`src/rtl/risc_core_mc.sv`:
```
// risc_core_mc: multi-cycle 16-bit-encoded RISC core.
// One instruction per `step` strobe, fetched from an external synchronous ROM.
// FSM: FETCH -> WAIT (ROM latency) -> EXEC (decode/write/PC update) -> FETCH | HALT.
//
// Ports:
//   clk, reset      clock, asynchronous active-high reset
//   step            start next instruction (honoured only in FETCH)
//   imem_addr       ROM word address = pc[IMEM_AW:1]
//   imem_rdata      ROM data, valid one cycle after imem_addr
//   busy            instruction in flight (WAIT/EXEC)
//   halted          HALT executed; cleared only by reset
//   pc              program counter (byte address)
//   dbg_sel         debug register select
//   dbg_data        combinational read of regs[dbg_sel] (r0 reads 0)
//   retired         retired instruction count
//
// Optional feature macro: RISC_CORE_RETIRE_CNT_EN
//   defined   -> retired is a wrapping 32-bit count of EXEC cycles
//   undefined -> retired is tied to 0
module risc_core_mc #(
  parameter int unsigned DATA_W  = 16,
  parameter int unsigned IMEM_AW = 4,
  parameter int unsigned PC_W    = 16
) (
  input  logic               clk,
  input  logic               reset,
  input  logic               step,
  output logic [IMEM_AW-1:0] imem_addr,
  input  logic [15:0]        imem_rdata,
  output logic               busy,
  output logic               halted,
  output logic [PC_W-1:0]    pc,
  input  logic [2:0]         dbg_sel,
  output logic [DATA_W-1:0]  dbg_data,
  output logic [31:0]        retired
);

  localparam int unsigned NREG = 8;

  typedef enum logic [1:0] {
    S_FETCH,
    S_WAIT,
    S_EXEC,
    S_HALT
  } state_t;

  state_t              state_q;
  logic [15:0]         ir_q;
  logic [PC_W-1:0]     pc_q;
  logic [DATA_W-1:0]   regs_q [NREG];
  logic                busy_q;
  logic                halted_q;

  // Instruction fields
  logic [3:0]          op;
  logic [2:0]          rs_a;
  logic [2:0]          rt_a;
  logic [2:0]          rd_a;
  logic [2:0]          funct;
  logic [5:0]          imm6;
  logic [DATA_W-1:0]   rs_val;
  logic [DATA_W-1:0]   rt_val;
  logic [DATA_W-1:0]   imm_ext;
  logic [PC_W-1:0]     br_off;
  logic                is_halt;

  // Execute-stage next values
  logic [PC_W-1:0]     pc_d;
  logic                wr_en_d;
  logic [2:0]          wr_addr_d;
  logic [DATA_W-1:0]   wr_data_d;

  assign op      = ir_q[15:12];
  assign rs_a    = ir_q[11:9];
  assign rt_a    = ir_q[8:6];
  assign rd_a    = ir_q[5:3];
  assign funct   = ir_q[2:0];
  assign imm6    = ir_q[5:0];
  assign rs_val  = regs_q[rs_a];
  assign rt_val  = regs_q[rt_a];
  assign imm_ext = {{(DATA_W-6){imm6[5]}}, imm6};
  assign br_off  = {{(PC_W-6){imm6[5]}}, imm6};
  assign is_halt = (ir_q == 16'hFFFF);

  // Decode/execute: reads see pre-write register values
  always_comb begin
    pc_d      = pc_q + PC_W'(2);
    wr_en_d   = 1'b0;
    wr_addr_d = rd_a;
    wr_data_d = '0;
    if (is_halt) begin
      pc_d = pc_q;
    end else begin
      case (op)
        4'h1: begin
          wr_en_d = 1'b1;
          case (funct)
            3'd0:    wr_data_d = rs_val + rt_val;
            3'd1:    wr_data_d = rs_val - rt_val;
            3'd2:    wr_data_d = rs_val & rt_val;
            3'd3:    wr_data_d = rs_val | rt_val;
            3'd4:    wr_data_d = DATA_W'($signed(rs_val) < $signed(rt_val));
            3'd5:    wr_data_d = DATA_W'(rs_val < rt_val);
            default: wr_en_d   = 1'b0;
          endcase
        end
        4'h3: begin
          wr_en_d   = 1'b1;
          wr_addr_d = rt_a;
          wr_data_d = rs_val + imm_ext;
        end
        4'h4: if (rs_val == rt_val) pc_d = pc_q + PC_W'(2) + (br_off << 1);
        4'h5: if (rs_val != rt_val) pc_d = pc_q + PC_W'(2) + (br_off << 1);
        default: ;
      endcase
    end
  end

  // Control FSM and architectural state; async reset aborts any in-flight instruction
  always_ff @(posedge clk or posedge reset) begin
    if (reset) begin
      state_q  <= S_FETCH;
      ir_q     <= '0;
      pc_q     <= '0;
      busy_q   <= 1'b0;
      halted_q <= 1'b0;
      for (int i = 0; i < NREG; i++) regs_q[i] <= '0;
    end else begin
      case (state_q)
        S_FETCH: begin
          if (step) begin
            state_q <= S_WAIT;
            busy_q  <= 1'b1;
          end
        end
        S_WAIT: begin
          ir_q    <= imem_rdata;
          state_q <= S_EXEC;
        end
        S_EXEC: begin
          pc_q   <= pc_d;
          busy_q <= 1'b0;
          // r0 is hardwired to zero
          if (wr_en_d && (wr_addr_d != 3'd0)) regs_q[wr_addr_d] <= wr_data_d;
          if (is_halt) begin
            state_q  <= S_HALT;
            halted_q <= 1'b1;
          end else begin
            state_q  <= S_FETCH;
          end
        end
        S_HALT: state_q <= S_HALT;
      endcase
    end
  end

`ifdef RISC_CORE_RETIRE_CNT_EN
  logic [31:0] retired_q;

  // One retirement per EXEC cycle, HALT and NOPs included
  always_ff @(posedge clk or posedge reset) begin
    if (reset) begin
      retired_q <= '0;
    end else if (state_q == S_EXEC) begin
      retired_q <= retired_q + 32'd1;
    end
  end

  assign retired = retired_q;
`else
  assign retired = 32'd0;
`endif

  assign imem_addr = pc_q[IMEM_AW:1];
  assign busy      = busy_q;
  assign halted    = halted_q;
  assign pc        = pc_q;
  assign dbg_data  = regs_q[dbg_sel];

endmodule

```
`config.mk`:
```
export PLATFORM = sky130hd
export DESIGN_NAME = risc_core_mc
export DESIGN_NICKNAME = d
export VERILOG_FILES = /design/src/rtl/risc_core_mc.sv
export SDC_FILE = /design/constraint.sdc
export NUM_CORES = 1
export LEC_CHECK = 0
export ABC_AREA = 1
export BUFFER_PORTS_ARGS = -buffer_cell sky130_fd_sc_hd__buf_2
export CORE_AREA = 8 8 148 220
export DETAILED_ROUTE_END_ITERATION = 10
export DIE_AREA = 0 0 156 228
export GPL_ROUTABILITY_DRIVEN = 1
export PLACE_DENSITY_LB_ADDON = 0.25
export SYNTH_ARGS = -nofsm -noshare
export SYNTH_HDL_FRONTEND = slang
export SYNTH_SLANG_ARGS = --single-unit
```
`constraint.sdc`:
```
create_clock -name clk -period 11.2 [get_ports clk]
set_input_delay 1.12 -clock clk [delete_from_list [all_inputs] [get_ports clk]]
set_output_delay 1.12 -clock clk [all_outputs]
set_load 0.01 [all_outputs]
```
**Word level (Yosys, flattened, before mapping)**

Index checks and enable logic that the tools add are counted.

- Flip-flop bits (word level): 164
- Logic and storage cells: 87
- Input port bits: 22

- Add/subtract/negate cells: 5
- $lt $le $gt $ge: 7
- Reductions and logical operators: 11
- Equal/unequal tests: 16
- Muxes and demuxes: 28
- Bitwise logic cells: 7

Operator list:

| kind | count |
|---|---|
| $mux 16 | 10 |
| $bmux 16 s3 | 3 |
| $bwmux 128 | 1 |
| $pmux 16 s6 | 1 |
| $pmux 16 s2 | 2 |
| $add 16x16->16 | 3 |
| $demux 16 s3 | 1 |
| $lt 16x16->1 | 2 |
| $add 16x2->16 const B | 1 |
| $and 16x16->16 | 1 |
| $eq 16x16->1 | 1 |
| $eq 16x16->1 const B | 1 |
| $ge 4x4->1 const B | 4 |
| $ne 16x16->1 | 1 |
| $not 3->4 | 4 |
| $or 16x16->16 | 1 |
| $sub 16x16->16 | 1 |
| $eq 4x3->1 const B | 2 |
| $pmux 2 s4 | 1 |
| $reduce_and 2->1 | 4 |
| $eq 3x2->1 const B | 2 |
| $eq 3x3->1 const B | 2 |
| $mux 3 | 2 |
| $reduce_or 6->1 | 1 |
| other kinds (16) | 22 |

**Logic depth before layout (Yosys ltp)**

- Depth in word-level cells: 9
- Mapped depth: 26

**Least setup slack after synthesis**

Ideal clock, no wire load.

- Path type: input to output
- Start: input port dbg_sel[0]
- End: output port dbg_data[14]
- Setup slack: 7.683 ns
- Cell stages on the path: 8
- Required time: 10.080 ns
- Arrival time: 2.397 ns
- Path through: clkbuf_1 -> inv_1 -> clkbuf_1 -> clkbuf_1 -> nor2_1 -> o21ai_0 -> a21oi_1 -> a31oi_1

- Word-level cells in the longest chain between the ends: 4

Ends and longest elaborated chain:

| item | RTL line | RTL |
|---|---|---|
| start: declaration | 33 | `input logic [2:0] dbg_sel,` |
| $not 3->4 (implied by the code) | 178 | `assign dbg_data = regs_q[dbg_sel];` |
| $bmux 16 s3 | 178 |  |
| $mux 16 (implied by the code) (2 in series) | 178 |  |
| end: declaration | 34 | `output logic [DATA_W-1:0] dbg_data,` |

No other way between the ends. The select of a mux whose other input is x is not followed.

**Final worst setup path**

- Start: input port dbg_sel[0]
- End: output port dbg_data[6]

The elaborated chain is that of the path after synthesis.

==> results.md <==
- Outcome: finished clean
- Fillcell total: 2976
- Worst slew pin tran: 1.16 ns
- Gpl congestion: 0.926
- Syn avg cell area: 6.28 um2
- Slowest-stage cell, CP: clkinv_1
- RSZ-0062 raised after global routing: no
- Setup TNS Final: 0 ns
- Wirelength per Cell: 18.5 um
- Number of global-route vias before repair: 14700
- Critical Path Source Type: primary input
- CORE AREA: 29200 um2
- RR Startpoint: ir_q[6]
- WL final: 49400 um
- Die Ht: 228 um
- FF-to-FF End: regs_q[50]
- Crit-path leading delay family: buffers and inverters
- Antenna Violating Nets Remaining: 0
- Clock tree root buffer cell: clkbuf_16
- Final Util: 52.4%
- Vias per cell: 5.71
- Reg2reg path depth: 15
- Initial core utilization: 49.5%
- Worst vdd ir: 0.194 mV
- PortBufs: 58
- Critical path type: primary input to primary output
- Nets: 2371
- Total track usage: 27.7%
- Worst setup path start: dbg_sel[0]
- Worst Hold Class: flip-flop to flip-flop
- Required time worst endpoint: 10.08 ns
- Final Skew: 0.0113 ns
- CP arrival: 3.86 ns
- Netlist cell types: 49
- Setup-failing EPs final: 0
- Primary FF master, synth: dfrtp_1
- Clock slew at reported path FFs: 0.06 ns
- FF-to-FF setup slack: 6.43 ns
- CTS resizes: 0
- Final HPWL DP: 34700 um
- Share of the synthesized area in the top cell type: 28.2%
- Fin. max-slew vios: 0
- Slew HR: 21.6%
- Die area: 35600 um2
- First-pass GRT wire length: 78200 um
- Site row count: 77
- Post-synth EDFFs: 0
- # diodes: 0
- Yosys warns: 0
- Layout cells sized above 1: 6.32%
- Hold WS: 0.411 ns
- Hold Path Origin: regs_q[112]
- Synth area leader: dfrtp_1
- IO Pins: 92
- Crit. End Element: primary output
- Die width: 156 um
- Max_cap viols: 0
- Seq/Total Area, Yosys: 28.2%
- Crit path largest cell delay: 0.81 ns
- Fmax: 201 MHz
- Area delta synth->final: 5.83%
- PD cells: 341 nW/um2
- Initial antenna violation count: 0
- Hold path endpoint: regs_q[112]
- Post-CTS Hold Fix Bufs: 0
- Final period util: 44.5%
- Post-CTS Setup Inserts: 0
- Largest net degree at the start of global routing: 93
- Seq cells post-synth: 163
- Bufs on Longest Clock Path: 2
- Iter 0 DRT Violations: 1262
- Hold Vio Cnt, Final: 0
- Mapped cell area: 14500 um2
- Syn Inst Count: 2301
- Fraction of registers with async set or reset after synthesis: 100%
- CP cell instances: buf_2 -> buf_4 -> clkinv_1 -> buf_4 -> o21ai_0 -> a21oi_1 -> a31oi_1 -> buf_2
- Max FO, Critical Path: 64
- TritonCTS clock tree: built
- Vias: 15300
- Total gr overflow: 0
- Clk_lat worst skew: 0.45 ns
- CTS sink cnt: 163
- WHS Path Cells: 0
- CTS HTree Levels: 4
- DRC viols: 0
- CP bufs+invs: 5
- First-pass iteration count of the detailed router: 5
- CTS Buf Count: 17
- Synth top area cells: dfrtp_1 28%, nand2_1 15%, o21ai_0 12%
- Tmin final: 4.98 ns
- Leak pwr: 0.00777 uW
==> layout by cell type (no fill, tap or decap), drive strengths merged, types with 21 or more instances in the layout <==
cell type	count
nand2	581
o21ai	367
inv	290
nor2	205
a21oi	199
dfrtp	163
nand3	115
ha	78
buf	77
a31oi	34
conb	33
nand4	21
==> registers in the layout, indices dropped and copies added (netlist names) <==
signal   cells
regs_q     128
ir_q        16
halted       1
pc          15
state_q      2
busy         1
==> final cells by class <==
class,instances,area [um2],area share [%]
Tap cell,395,494,3.23
Multi-Input combinational cell,1718,8570,56.0
Inverter,290,1100,7.20
Sequential cell,163,4080,26.7
Clock inverter,12,181,1.19
Clock buffer,20,437,2.85
Timing Repair Buffer,77,433,2.83
==> worst max-delay path by stage <==
stage,cells past startpoint,end
2_1_floorplan,1,busy
3_3_place_gp,8,dbg_data[5]
3_5_place_dp,8,dbg_data[6]
4_1_cts,8,dbg_data[6]
5_1_grt,8,dbg_data[6]
6_report,8,dbg_data[6]
==> per-layer routing <==
| layer | global-route usage (%) | vias to the layer above | wire length (um) |
|---|---|---|---|
| met5 | 0 | - | 0 |
| met4 | 16.1 | 0 | 2540 |
| met3 | 5.45 | 160 | 3890 |
| met2 | 46.0 | 642 | 23700 |
| met1 | 32.5 | 7139 | 19200 |
| li1 | - | 7326 | - |
==> Yosys cell counts, types with 14 or more instances <==
master / number
a21oi_1: 199
a31oi_1: 34
buf_2: 26
buf_4: 39
clkbuf_1: 79
dfrtp_1: 163
ha_1: 78
inv_1: 279
nand2_1: 576
nand3_1: 115
nand4_1: 19
nor2_1: 200
o21ai_0: 333
o21ai_1: 32
xor2_1: 14
==> per-stage QoR <==
step	instance area (um2)	total power [uW]	cells	worst slack, ns
global placement	14700	4450	2643	6.32
floorplan	14600	3560	2333	5.68
finish	15300	5210	2675	6.22
global route	15300	5720	2675	5.99
CTS	15300	5160	2675	6.33
detailed placement	14700	4520	2643	6.34
==> cells by family after synthesis <==
group	synth area share (%)
buffers and inverters	13.3
other	0.0259
AOI/OAI and AO/OA	22.9
and+or+nand+nor	26.9
xor gates and xnor gates	1.03
DFF	28.2
muxes	0.234
adders and majority gates	7.30
==> where the power goes <==
part	switching [uW]	leakage (uW)	internal, uW
logic	2610	0.00532	1140
clock network	255	0.000287	374
registers	129	0.00217	698
(Power assumes the default switching activity.)
